==> config.mk <==
export PLATFORM = sky130hd
export DESIGN_NAME = periph_tx_arbiter
export DESIGN_NICKNAME = d
export VERILOG_FILES = /design/src/rtl/ui_pkg.sv /design/src/rtl/rr_pick.sv /design/src/rtl/periph_tx_arbiter.sv
export SDC_FILE = /design/constraint.sdc
export NUM_CORES = 1
export LEC_CHECK = 0
export CORE_AREA = 4 4 74 76
export CTS_CLUSTER_SIZE = 10
export DETAILED_ROUTE_END_ITERATION = 7
export DIE_AREA = 0 0 78 80
export DONT_BUFFER_PORTS = 1
export GPL_TIMING_DRIVEN = 1
export PLACE_DENSITY = 0.52
export SETUP_SLACK_MARGIN = 0.05
export SLEW_MARGIN = 20
export SYNTH_ARGS = -nofsm -noshare
export SYNTH_HDL_FRONTEND = slang
export SYNTH_HIERARCHICAL = 1
export SYNTH_SLANG_ARGS = --single-unit
export TNS_END_PERCENT = 100
==> constraint.sdc <==
create_clock -name clk -period 1.7 [get_ports clk]
set_clock_uncertainty 0.15 [all_clocks]
set_input_delay 0.255 -clock clk [delete_from_list [all_inputs] [get_ports clk]]
set_output_delay 0.255 -clock clk [all_outputs]
set_load 0.1 [all_outputs]
==> src/rtl/ui_pkg.sv <==
// Shared types and widths for the peripheral-to-USB transmit path.
package ui_pkg;

  localparam int unsigned DATA_W = 32;
  localparam int unsigned BE_W   = 4;

  typedef enum logic {
    ARB_IDLE,
    ARB_BURST
  } arb_state_t;

endpackage

==> src/rtl/rr_pick.sv <==
// Combinational round-robin picker: first set request strictly after 'last', wrapping.
module rr_pick #(
  parameter int unsigned N = 4,
  localparam int unsigned IdW = $clog2(N)
) (
  input  logic [N-1:0]   req,
  input  logic [IdW-1:0] last,
  output logic [IdW-1:0] pick,
  output logic           any
);

  int unsigned idx;

  always_comb begin
    pick = '0;
    any  = 1'b0;
    idx  = '0;
    for (int unsigned i = 0; i < N; i++) begin
      // last < N, so one subtraction is enough to wrap back into range
      idx = 32'(last) + 32'd1 + i;
      if (idx >= N) begin
        idx = idx - N;
      end
      if (!any && req[idx[IdW-1:0]]) begin
        any  = 1'b1;
        pick = idx[IdW-1:0];
      end
    end
  end

endmodule

==> src/rtl/periph_tx_arbiter.sv <==
// Round-robin arbiter sharing the FT601 write path among peripheral TX FIFOs, one burst per grant.
module periph_tx_arbiter
  import ui_pkg::*;
#(
  parameter int unsigned NUM_PERIPH = 4,
  parameter int unsigned MAX_BURST  = 16,
  localparam int unsigned ID_W      = $clog2(NUM_PERIPH)
) (
  input  logic                         clk,
  input  logic                         rst_l,
  input  logic [NUM_PERIPH-1:0]        periph_en,
  input  logic [NUM_PERIPH-1:0]        periph_empty,
  input  logic [NUM_PERIPH*DATA_W-1:0] periph_data,
  input  logic [NUM_PERIPH*BE_W-1:0]   periph_valid,
  output logic [NUM_PERIPH-1:0]        periph_rd_en,
  output logic [DATA_W-1:0]            data_o,
  output logic [BE_W-1:0]              valid_o,
  output logic [ID_W-1:0]              src_id,
  output logic                         data_available,
  input  logic                         read_data,
  output logic                         busy
);

  localparam int unsigned CntW = $clog2(MAX_BURST + 1);

  arb_state_t            state_q, state_d;
  logic [ID_W-1:0]       grant_q, grant_d;
  logic [ID_W-1:0]       last_grant_q, last_grant_d;
  logic [CntW-1:0]       burst_cnt_q, burst_cnt_d;
  logic [NUM_PERIPH-1:0] req;
  logic [ID_W-1:0]       pick;
  logic                  pick_any;
  logic                  avail;
  logic                  xfer;

  assign req = ~periph_empty & periph_en;

  rr_pick #(
    .N (NUM_PERIPH)
  ) u_rr_pick (
    .req  (req),
    .last (last_grant_q),
    .pick (pick),
    .any  (pick_any)
  );

  assign avail = (state_q == ARB_BURST) & ~periph_empty[grant_q] & periph_en[grant_q];
  assign xfer  = avail & read_data;

  assign data_available = avail;
  assign busy           = (state_q == ARB_BURST);

  // Outputs depend on state_q, so an async reset drops rd_en without waiting for a clock.
  always_comb begin
    periph_rd_en = '0;
    data_o       = '0;
    valid_o      = '0;
    src_id       = '0;
    if (state_q == ARB_BURST) begin
      data_o                = periph_data[DATA_W*grant_q +: DATA_W];
      valid_o               = periph_valid[BE_W*grant_q +: BE_W];
      src_id                = grant_q;
      periph_rd_en[grant_q] = xfer;
    end
  end

  always_comb begin
    state_d      = state_q;
    grant_d      = grant_q;
    last_grant_d = last_grant_q;
    burst_cnt_d  = burst_cnt_q;
    unique case (state_q)
      ARB_IDLE: begin
        if (pick_any) begin
          grant_d     = pick;
          burst_cnt_d = '0;
          state_d     = ARB_BURST;
        end
      end
      ARB_BURST: begin
        if (xfer) begin
          burst_cnt_d = burst_cnt_q + 1'b1;
        end
        // A drained or disabled source releases the grant without popping this cycle
        if (!avail || (xfer && (burst_cnt_q == CntW'(MAX_BURST - 1)))) begin
          state_d      = ARB_IDLE;
          last_grant_d = grant_q;
        end
      end
      default: state_d = ARB_IDLE;
    endcase
  end

  always_ff @(posedge clk or negedge rst_l) begin
    if (!rst_l) begin
      state_q      <= ARB_IDLE;
      grant_q      <= '0;
      last_grant_q <= ID_W'(NUM_PERIPH - 1);
      burst_cnt_q  <= '0;
    end else begin
      state_q      <= state_d;
      grant_q      <= grant_d;
      last_grant_q <= last_grant_d;
      burst_cnt_q  <= burst_cnt_d;
    end
  end

  always_ff @(posedge clk) begin
    if (rst_l) begin
      assert ($onehot0(periph_rd_en));
      assert ((periph_rd_en == '0) || ((state_q == ARB_BURST) && read_data));
    end
  end

endmodule
; Yosys cells after proc, flatten, opt, wreduce, memory -nomap -nowiden
; Cells that the tools add are included.
; W data, S select, Z words.
[op_classes]
addsub = 9
magnitude_cmp = 10
n_eq_ne = 3
shift = 2
muxes = 36
bitwise_logic = 8
n_reduce_logical = 13
[ops]
columns = cell, count
row1 = $shiftx A128 B8 Y32, 1
row2 = $ge A32 B3 Y1 const B, 3
row3 = $mux W32, 1
row4 = $mux W2, 9
row5 = $shiftx A16 B5 Y4, 1
row6 = $lt A2 B3 Y1 const B, 5
row7 = $mux W1, 13
row8 = $bmux W1 S2, 6
row9 = $mux W5, 2
row10 = $pmux W5 S2, 1
row11 = $add A3 B2 Y4 const B, 2
row12 = $and A4 B4 Y4, 2
row13 = $mux W4, 2
row14 = $sub A2 B1 Y2 const B, 4
row15 = $reduce_and A2 Y1, 3
row16 = $add A5 B1 Y5 const B, 1
row17 = $eq A5 B4 Y1 const B, 1
row18 = $logic_and A1 B1 Y1, 5
row19 = $add A3 B1 Y4 const B, 1
row20 = $logic_not A1 Y1, 4
row21 = $not A4 Y4, 1
row22 = $add A2 B1 Y3 const B, 1
row23 = $and A1 B1 Y1, 3
row24 = $ge A3 B3 Y1 const B, 1
row25 = other kinds (7), 8
[word_totals]
reg_bits = 10
in_bits = 155
output_inout_bits = 44

; Longest topological paths before layout
[depth]
word_depth = 17
depth_mapped = 8
mapped_depth_nobuf = 7

; Hierarchy
; Netlist, hierarchy kept.
[by_module_without_submodules]
columns = mod, n_inst, cells_per_inst, area_each_um2
row1 = periph_tx_arbiter, 1, 147, 1725.4
row2 = rr_pick, 1, 14, 91.3

; Worst setup path before layout
; OpenSTA, ideal clock, no wires.
[synth_timing]
path_kind = register to output
start = register state_q (netlist: busy)
end = output port periph_rd_en[2]
t_arrival_ns = 3.715
slack_ns = -2.420
path_stages_with_launch = 4
path_buffers = 1
cell_sequence = dfrtp_1 clkbuf_1 nand3_2 nor3b_1
[synth_between]
elab_chain_cells = 5
[synth_rtl]
columns = item, line_no
row1 = from (decl), periph_tx_arbiter.sv:26  ; arb_state_t state_q, state_d;
row2 = from (signal assigned), periph_tx_arbiter.sv:101  ; state_q <= state_d;
row3 = $and A1 B1 Y1 (2 in a row), periph_tx_arbiter.sv:47  ; assign avail = (state_q == ARB_BURST) & ~periph_empty[grant_q] & periph_en[grant_q];
row4 = $and A1 B1 Y1, periph_tx_arbiter.sv:48  ; assign xfer = avail & read_data;
row5 = $and A4 B4 Y4 (no source line), -
row6 = $mux W4 (*), periph_tx_arbiter.sv:59  ; if (state_q == ARB_BURST) begin
row7 = to (decl), periph_tx_arbiter.sv:15  ; output logic [NUM_PERIPH-1:0] periph_rd_en,
; Mark *: on every way between the ends. The rest lies on a longest branch, timed or not.

; Worst setup path in the final report
[layout_timing]
start = register grant_q[0]
end = output port data_o[2]
[layout_between]
elab_chain_cells = 2
[layout_rtl]
columns = item, line_no
row1 = from (decl), periph_tx_arbiter.sv:27  ; logic [ID_W-1:0] grant_q, grant_d;
row2 = from (signal assigned), periph_tx_arbiter.sv:102  ; grant_q <= grant_d;
row3 = $shiftx A128 B8 Y32, periph_tx_arbiter.sv:60  ; data_o = periph_data[DATA_W*grant_q +: DATA_W];
row4 = $mux W32, periph_tx_arbiter.sv:59
row5 = to (decl), periph_tx_arbiter.sv:16  ; output logic [DATA_W-1:0] data_o,
; Every way passes these cells.

==> results.yml <==
clocking:
  tritoncts: "built"
  cts.clk_slew.worst_paths_ns: 0.05
  cts-root-buf: "clkbuf_8"
  cts_buffers: 3
  cts_max_path_buffers: 2
  ctsHtreeMaxLevel: 1
  clkSinkCount: 10
  clk_latency_ns: 0.23
cells_and_area:
  final_cells: 255
  fin_util_pct: 52.7
  drive_above_1_share_pct: 73.4
  antenna-diode-count: 0
  final.fill_count: 419
  nets: 346
  area_growth_pct: 37.0
routing:
  via_per_inst: 6.26
  drt-initial-drc-count: 46
  vias: 1596
  routed_wl_um: 7150
  drc_errors: 0
  firstDrtPassIters: 4
  antenna_left: 0
  wire_per_inst_um: 28.0
timing:
  fin_ws_ns: -0.445
  fin_crit_sh_pct: 126
  max_freq_mhz: 466
  rsz0062_at_grt: "true"
  drv_slew: 0
  timing.hold.ws_ns: 0.0634
  setup_viol_count_final: 44
  finalHoldViolations: 0
  min_period_ns: 2.14
  slew_headroom_pct: 68.6
  tightest_slew_ns: 0.470
logic_synthesis:
  synth_seq_cells: 10
  syn-num-nets: 318
  avgSynthCellArea_um2: 11.3
  synth_top_area_cell: "mux4_2"
  synth_area_leaders: "mux4_2 (47%), and2_1 (13%), dfrtp_1 (11%)"
  synth-edff-count: 0
  yosys.cell_types.count: 30
  ys_warn_count: 6
  ys_seq_area_share_pct: 13.9
  netlist_instances: 161
  ys.flop_type: "dfrtp_1"
  netlist_top_cells_count: "and2_1 (39), mux4_2 (38), inv_1 (9), nand2b_1 (9), dfrtp_1 (8)"
  netlist_area_um2: 1820
  synth_top_area_share_pct: 47.1
  yosysMostFrequentCell: "and2_1"
  synthArstFlopShare_pct: 100
critical_path:
  startpoint_type: "flop"
  cp_slowest_cell: "mux4_2"
  cp-startpoint: "grant_q[0]"
  reg2reg_slack_ns: -0.34
  critPathMaxStageDelay_ns: 0.50
  critPathKind: "reg -> out"
  end_kind: "output pin"
  critPathArrivalTime_ns: 1.74
  r2r_start: "grant_q[0]"
  r2r-end: "last_grant_q[0]"
  worstPathCellList: "buf_4 > clkbuf_16 > mux4_2 > and2_4"
  required_ns: 1.29
  cp_max_fo: 6
  ff2ff_path_depth: 6
min_path:
  holdCritStartpoint: "read_data"
  hold_depth: 2
  hold_class: "in -> reg"
  hold_path_end: "burst_cnt_q[3]"
grt:
  antenna_found_initial: 0
  globalRouteTotalUtil_pct: 20.0
  grt_pass1_wl_um: 9580
  gr-total-overflow: 0
  grt_pass1_vias: 1612
  grt_max_degree: 24
floorplan:
  start_util_pct: 38.5
  core.rowCount: 25
  io_pins: 199
  fp.dieH_um: 80
  dieArea_um2: 6240
  die_x_um: 78
  core_um2: 4720
placement:
  place_inst: 237
  place_congestion: 0.809
  port_buffers: 0
  dp_hpwl_um: 5940
status:
  status: "complete, but fails checks"
  violations: "negative setup slack"
job:
  cap_violations: 0
-- cell families after synthesis --
kind of cell	Yosys count	share of synthesized area (%)
muxes	48	53.0
and+or+nand+nor	68	22.5
buffers and inverters	24	5.72
adders and majority gates	2	1.38
AOI/OAI and AO/OA	9	3.44
DFF	10	13.9
-- critical path, delay by kind of cell, from the launching register on --
family | cells | cell delay, ns
buf+inv | 2 | 0.31
flops | 1 | 0.41
mux | 1 | 0.50
simple gates | 1 | 0.28
-- worst max-delay path by stage --
stage	end	slack (ns)	cells after the start
6_report	data_o[2]	-0.44	4
5_1_grt	periph_rd_en[3]	-0.49	4
4_1_cts	periph_rd_en[3]	-0.48	4
3_5_place_dp	last_grant_q[0]	-0.25	4
3_3_place_gp	periph_rd_en[1]	-0.22	4
2_1_floorplan	periph_rd_en[3]	-0.73	5
-- final cells by class --
cell class                      instances  area [µm²]  share of cell area, %
Clock buffer                            4        55.1                   2.21
Inverter                                9        37.5                   1.51
Multi-Input combinational cell        127        1610                   64.8
Sequential cell                        10         259                   10.4
Tap cell                               67        83.8                   3.37
Timing Repair Buffer                   38         442                   17.7
-- placed cells by master (no fill, tap or decap), types with 2 or more instances in the layout --
cell type,count
ha_2,2
mux2_2,2
nand2b_1,9
buf_8,2
buf_6,3
nand3_1,2
a21oi_1,2
and2_4,39
mux2i_1,7
buf_4,23
clkbuf_16,3
dfstp_2,2
dfrtp_2,2
mux4_2,38
dfrtp_1,5
o21ai_0,2
nor2_1,2
nor3b_4,2
inv_1,8
nand2_1,6
buf_12,6
clkbuf_8,4
-- per-layer routing --
layer | track usage, % | vias to the layer above | wire [µm]
li1 | - | 668 | -
met1 | 23.0 | 831 | 2500
met2 | 38.0 | 87 | 4000
met3 | 4.63 | 10 | 518
met4 | 3.67 | 0 | 140
met5 | 0 | - | 0
-- timing repair --
action,in CTS,in global routing
cloned,0,4
hold buffers,1,0
endpoints found under the hold margin,10,0
resized for setup,7,1
endpoints found under the setup margin,49,49
buffers inserted,0,9
pin swaps,5,2
-- flip-flops by register name, indices dropped and copies added (netlist names) --
register / cells
burst_cnt_q: 5
busy: 1
grant_q: 2
last_grant_q: 2
-- metrics by stage --
stage | setup TNS [ns] | instance area (µm²) | setup slack, ns
2_1_floorplan | -11.15 | 1970 | -0.728
3_3_place_gp | -6.18 | 2240 | -0.218
3_5_place_dp | -7.61 | 2240 | -0.250
4_1_cts | -17.93 | 2330 | -0.476
5_1_grt | -19.92 | 2490 | -0.492
6_report | -17.23 | 2490 | -0.445
Power is left out: the tool's default activity adds up to more than one toggle a clock period on the data nets, which glitch-free logic cannot reach.
